===== src/rtl/paq8bto32b.sv =====
// Receive-side packer: reassembles 32-bit words from a sof-framed byte stream.
// Misframed bytes are dropped or resynced, and each framing error pulses err_out.

module paq8bto32b_lane (
  input  logic       clk,
  input  logic       reset_L,
  input  logic       we_i,
  input  logic [7:0] d_i,
  output logic [7:0] q_o
);
  logic [7:0] byte_q;

  always_ff @(posedge clk or negedge reset_L) begin
    if (!reset_L)  byte_q <= 8'h00;
    else if (we_i) byte_q <= d_i;
  end

  assign q_o = byte_q;
endmodule

module paq8bto32b #(
  parameter bit MSB_FIRST = 1'b1
) (
  input  logic        clk,
  input  logic        reset_L,
  input  logic        valid_in,
  input  logic        sof_in,
  input  logic [7:0]  data_in,
  output logic [31:0] data_out,
  output logic        valid_out,
  output logic        err_out
);
  localparam int NUM_HELD = 3;
  localparam logic [0:0] S_IDLE = 1'b0;
  localparam logic [0:0] S_FILL = 1'b1;

  logic [0:0]                state_q, state_d;
  logic [1:0]                cnt_q, cnt_d;
  logic [NUM_HELD-1:0]       we;
  logic [NUM_HELD-1:0][7:0]  part;
  logic [3:0][7:0]           bytes;
  logic [31:0]               word;
  logic [31:0]               data_q;
  logic                      valid_q, valid_d;
  logic                      err_q, err_d;
  logic                      load;

  // Bytes 0..2 are parked in lanes; byte 3 goes straight from data_in into the word.
  for (genvar k = 0; k < NUM_HELD; k++) begin : g_lane
    paq8bto32b_lane u_lane (
      .clk     (clk),
      .reset_L (reset_L),
      .we_i    (we[k]),
      .d_i     (data_in),
      .q_o     (part[k])
    );
  end

  always_comb begin
    bytes[0] = part[0];
    bytes[1] = part[1];
    bytes[2] = part[2];
    bytes[3] = data_in;
  end

  for (genvar k = 0; k < 4; k++) begin : g_place
    if (MSB_FIRST) begin : g_msb
      assign word[31-8*k -: 8] = bytes[k];
    end else begin : g_lsb
      assign word[8*k +: 8] = bytes[k];
    end
  end

  always_comb begin
    state_d = state_q;
    cnt_d   = cnt_q;
    we      = '0;
    valid_d = 1'b0;
    err_d   = 1'b0;
    load    = 1'b0;
    if (valid_in) begin
      case (state_q)
        S_IDLE: begin
          if (sof_in) begin
            we[0]   = 1'b1;
            cnt_d   = 2'd1;
            state_d = S_FILL;
          end else begin
            err_d = 1'b1;
          end
        end
        default: begin
          if (sof_in) begin
            // Resync: abandon the partial word but keep this byte as byte 0.
            err_d = 1'b1;
            we[0] = 1'b1;
            cnt_d = 2'd1;
          end else if (cnt_q != 2'd3) begin
            we    = 3'b001 << cnt_q;
            cnt_d = cnt_q + 2'd1;
          end else begin
            load    = 1'b1;
            valid_d = 1'b1;
            cnt_d   = 2'd0;
            state_d = S_IDLE;
          end
        end
      endcase
    end
  end

  always_ff @(posedge clk or negedge reset_L) begin
    if (!reset_L) begin
      state_q <= S_IDLE;
      cnt_q   <= 2'd0;
      data_q  <= 32'h0;
      valid_q <= 1'b0;
      err_q   <= 1'b0;
    end else begin
      state_q <= state_d;
      cnt_q   <= cnt_d;
      valid_q <= valid_d;
      err_q   <= err_d;
      if (load) data_q <= word;
    end
  end

  assign data_out  = data_q;
  assign valid_out = valid_q;
  assign err_out   = err_q;
endmodule

===== config.mk =====
export PLATFORM = sky130hd
export DESIGN_NAME = paq8bto32b
export DESIGN_NICKNAME = d
export VERILOG_FILES = /design/src/rtl/paq8bto32b.sv
export SDC_FILE = /design/constraint.sdc
export NUM_CORES = 1
export LEC_CHECK = 0
export BUFFER_PORTS_ARGS = -buffer_cell sky130_fd_sc_hd__buf_2
export CAP_MARGIN = 10
export CORE_MARGIN = 2
export CORE_UTILIZATION = 33
export DETAILED_ROUTE_END_ITERATION = 7
export SKIP_LAST_GASP = 1
export SYNTH_ARGS = -nofsm -noshare
export SYNTH_HDL_FRONTEND = slang
export SYNTH_SLANG_ARGS = --single-unit

===== constraint.sdc =====
create_clock -name clk -period 2.41 [get_ports clk]
set_input_delay 0.482 -clock clk [delete_from_list [all_inputs] [get_ports clk]]
set_output_delay 0.482 -clock clk [all_outputs]
set_load 0.02 [all_outputs]

==> flow_results.xml <==
<?xml version="1.0" encoding="UTF-8"?>
<metrics>
  <group name="outcome">
    <metric name="outcome" unit="">completed</metric>
  </group>
  <group name="floorplanning">
    <metric name="initial_core_utilization" unit="">0.3432</metric>
    <metric name="io_pins" unit="">46</metric>
    <metric name="die_area" unit="µm²">8296</metric>
    <metric name="core.rowCount" unit="">31</metric>
    <metric name="die-height" unit="µm">91.08</metric>
    <metric name="fp.dieW" unit="µm">91.08</metric>
    <metric name="coreArea" unit="µm²">7292</metric>
  </group>
  <group name="route">
    <metric name="met3RoutedLength" unit="µm">140</metric>
    <metric name="post_drt_via_cell_ratio" unit="">4.382</metric>
    <metric name="totalWireLength" unit="mm">4.273</metric>
    <metric name="vias" unit="">1341</metric>
    <metric name="detailedRoute.firstPassIterationCount" unit="">2</metric>
    <metric name="routedLengthMet1" unit="mm">1.985</metric>
    <metric name="drcViolationCount" unit="">0</metric>
    <metric name="post_drt_wl_per_cell" unit="µm">13.96</metric>
    <metric name="routed.top_layer" unit="">met4</metric>
    <metric name="ant_nets" unit="">0</metric>
    <metric name="met2_wirelength" unit="mm">2.029</metric>
    <metric name="drt_first_iter_violations" unit="">37</metric>
  </group>
  <group name="setup_path">
    <metric name="worst-r2r-setup-slack" unit="ns">0.67</metric>
    <metric name="start_kind" unit="">flip-flop</metric>
    <metric name="critPathMaxFanout" unit="">8</metric>
    <metric name="worstSetupEndpointType" unit="">flip-flop</metric>
    <metric name="arrival" unit="ns">1.95</metric>
    <metric name="cp_data_required_time" unit="ns">2.62</metric>
    <metric name="worst-setup-path-type" unit="">flip-flop to flip-flop</metric>
  </group>
  <group name="yosys">
    <metric name="synth-seq-cells" unit="">61</metric>
    <metric name="postSynthNetCount" unit="">164</metric>
    <metric name="yosys.cell_types.count" unit="">16</metric>
    <metric name="synth.yosys.seq_area_share" unit="">0.6100</metric>
    <metric name="post_synth_inst_count" unit="">147</metric>
    <metric name="syn_area_per_cell" unit="µm²">17.02</metric>
    <metric name="synth-warning-count" unit="">0</metric>
    <metric name="mappedNetlistArea" unit="µm²">2502</metric>
  </group>
  <group name="clocking">
    <metric name="postCtsSetupRepairBufs" unit="">0</metric>
    <metric name="ctsRootBufferMaster" unit="">sky130_fd_sc_hd__clkbuf_8</metric>
    <metric name="clk_pin_slew" unit="ns">0.07</metric>
    <metric name="clockBufferDepth" unit="">2</metric>
    <metric name="worst_skew_pair_latency" unit="ns">0.33</metric>
    <metric name="h-tree-depth" unit="">3</metric>
    <metric name="cts.hold.buffers_added" unit="">0</metric>
    <metric name="cts_tree" unit="">done</metric>
    <metric name="total_clock_buffers_created_by_cts" unit="">9</metric>
    <metric name="cts_num_sinks" unit="">61</metric>
    <metric name="cts_repair_resize_count" unit="">0</metric>
  </group>
  <group name="sta">
    <metric name="number_of_pins_exceeding_their_max_slew_limit_in_the_final_report" unit="">0</metric>
    <metric name="tightestPinTransition" unit="ns">0.5589</metric>
    <metric name="fin_tns_setup" unit="ns">0</metric>
    <metric name="report.final.hold_viol_count" unit="">0</metric>
    <metric name="slew-limit-headroom" unit="">0.6274</metric>
    <metric name="post-route-period-util" unit="">0.7240</metric>
    <metric name="number_of_endpoints_failing_setup_at_the_final_stage" unit="">0</metric>
    <metric name="rsz0062_at_grt" unit="">false</metric>
    <metric name="worst_slack" unit="ns">0.6652</metric>
    <metric name="final.min_clock_period" unit="ns">1.745</metric>
    <metric name="timing.clock.skew" unit="ns">0.006801</metric>
    <metric name="max_freq" unit="MHz">573.1</metric>
  </group>
  <group name="layout">
    <metric name="syn2layout_area_growth" unit="%">23.35</metric>
    <metric name="layout.cells.non_filler" unit="">306</metric>
    <metric name="drive_gt1_frac" unit="">0.5990</metric>
    <metric name="final_antenna_diode_count" unit="">0</metric>
    <metric name="utilization_of_the_core_after_routing" unit="">0.4233</metric>
    <metric name="finish.net_count" unit="">219</metric>
  </group>
  <group name="power">
    <metric name="irDropWorstVdd" unit="mV">0.2997</metric>
    <metric name="power.density_cell_area" unit="nW/µm²">1354</metric>
    <metric name="sequentialPowerShare" unit="">0.410</metric>
    <metric name="share_clk_of_total_power" unit="">0.257</metric>
    <metric name="switching_share" unit="">0.3093</metric>
    <metric name="power.leakage" unit="nW">1.609</metric>
    <metric name="power.internal" unit="mW">2.886</metric>
    <metric name="power.net_switching" unit="mW">1.293</metric>
    <metric name="p_comb_frac" unit="">0.333</metric>
  </group>
  <group name="min_path">
    <metric name="timing.hold.worst.class" unit="">primary input to asynchronous set/reset pin</metric>
  </group>
  <group name="global_route">
    <metric name="grt_overflow" unit="">0</metric>
    <metric name="globalRouteTotalUtil" unit="">0.1110</metric>
    <metric name="antenna_found_initial" unit="">0</metric>
    <metric name="grt_pass1_vias" unit="">1356</metric>
    <metric name="maximum_number_of_pins_on_one_net_before_global_route_repair" unit="">26</metric>
    <metric name="grt_pass1_wl" unit="mm">6.948</metric>
  </group>
  <group name="placement">
    <metric name="post-place-cells" unit="">290</metric>
    <metric name="pre_cts_ws" unit="ns">0.6442</metric>
    <metric name="place_hpwl" unit="mm">2.935</metric>
    <metric name="port-buffer-count" unit="">45</metric>
    <metric name="gp_congestion" unit="">0.6882</metric>
  </group>
  <group name="job">
    <metric name="max-cap-violations" unit="">0</metric>
  </group>
</metrics>
[cells by family after synthesis]
family	Yosys count	synth area share
AOI/OAI and AO/OA	4	0.01050
adders and majority gates	5	0.02500
buffers and inverters	10	0.02600
DFF	61	0.6100
muxes	57	0.3000
and+or+nand+nor	10	0.02850
[flip-flops by register name (all words and copies together), names as in the netlist]
name / count
state_q: 1
cnt_q: 2
g_lane.u_lane.q_o: 24
valid_out: 1
err_out: 1
data_out: 32
[stage by stage]
step                cell area, µm²  total power [mW]  hold WS (ns)
finish                        3087             4.179        0.1411
global route                  3087             4.420        0.1612
CTS                           3087             4.246        0.1402
detailed placement            2848             3.153        0.4890
global placement              2848             3.122        0.4809
floorplan                     2502             2.715        0.1864
[layout by cell type (no fill, tap or decap), drive strengths merged]
master and n:
dfrtp 61, mux2 57, buf 49, clkbuf 10, inv 5, ha 5
nand2 4, bufinv 3, nand3 3, nor2b 2, o21ai 2, clkinv 2
a21o 1, a22o 1, nand2b 1, clkinvlp 1
[cells in the mapped netlist]
library cell / number / area share
sky130_fd_sc_hd__ha_1: 5 / 0.025
sky130_fd_sc_hd__a22o_1: 1 / 0.0035
sky130_fd_sc_hd__nor2b_1: 2 / 0.0050
sky130_fd_sc_hd__buf_6: 3 / 0.013
sky130_fd_sc_hd__nand2b_1: 1 / 0.0025
sky130_fd_sc_hd__buf_4: 1 / 0.0030
sky130_fd_sc_hd__o21ai_0: 2 / 0.0040
sky130_fd_sc_hd__mux2_2: 28 / 0.13
sky130_fd_sc_hd__nand2_1: 4 / 0.0060
sky130_fd_sc_hd__mux2_4: 29 / 0.17
sky130_fd_sc_hd__buf_2: 1 / 0.0020
sky130_fd_sc_hd__nand3_2: 2 / 0.0080
sky130_fd_sc_hd__inv_1: 5 / 0.0075
sky130_fd_sc_hd__a21o_1: 1 / 0.0030
sky130_fd_sc_hd__dfrtp_1: 61 / 0.61
sky130_fd_sc_hd__nand3_4: 1 / 0.0070
[worst paths after layout]
path / startpoint / to / depth (start not counted)
worst max-delay path: cnt_q[0] / g_lane[0].u_lane.q_o[7] / 5
worst min-delay path: reset_L / data_out[30] / 1
worst max register to register: cnt_q[0] / g_lane[0].u_lane.q_o[7] / 5
worst min register to register: g_lane[1].u_lane.q_o[0] / data_out[16] / 1
max in group asynchronous: reset_L / data_out[12] / 2
min in group clk: sof_in / state_q / 2
[area by class of cell]
type	count	area [µm²]
clock inverters	6	111.4
fillers	705	4205
multi-input cells	76	910.9
inverters	5	18.77
clock buffers	10	127.6
repair buffers	49	267.8
flip-flops and latches	61	1526
well taps	99	123.9
[power by group through the flow]
stage	logic [mW]	clock network, mW	registers (mW)
2_1_floorplan	0.713	0	2.00
3_3_place_gp	1.39	0	1.73
3_5_place_dp	1.41	0	1.74
4_1_cts	1.41	1.11	1.72
5_1_grt	1.49	1.16	1.77
6_report	1.39	1.07	1.71
[worst max-delay path, stage by stage, from the launching register on]
cell	delay, ns
sky130_fd_sc_hd__dfrtp_1	0.42
sky130_fd_sc_hd__inv_1	0.08
sky130_fd_sc_hd__ha_1	0.20
sky130_fd_sc_hd__a21o_1	0.17
sky130_fd_sc_hd__nand2_1	0.36
sky130_fd_sc_hd__mux2_2	0.39
[per-layer routing]
layer  GRT usage  vias to the layer above
li1            -                      624
met3     0.02241                       10
met1      0.1404                      677
met2      0.1673                       30
met5           0                        -
met4     0.08333                        0
(Power assumes the default switching activity.)
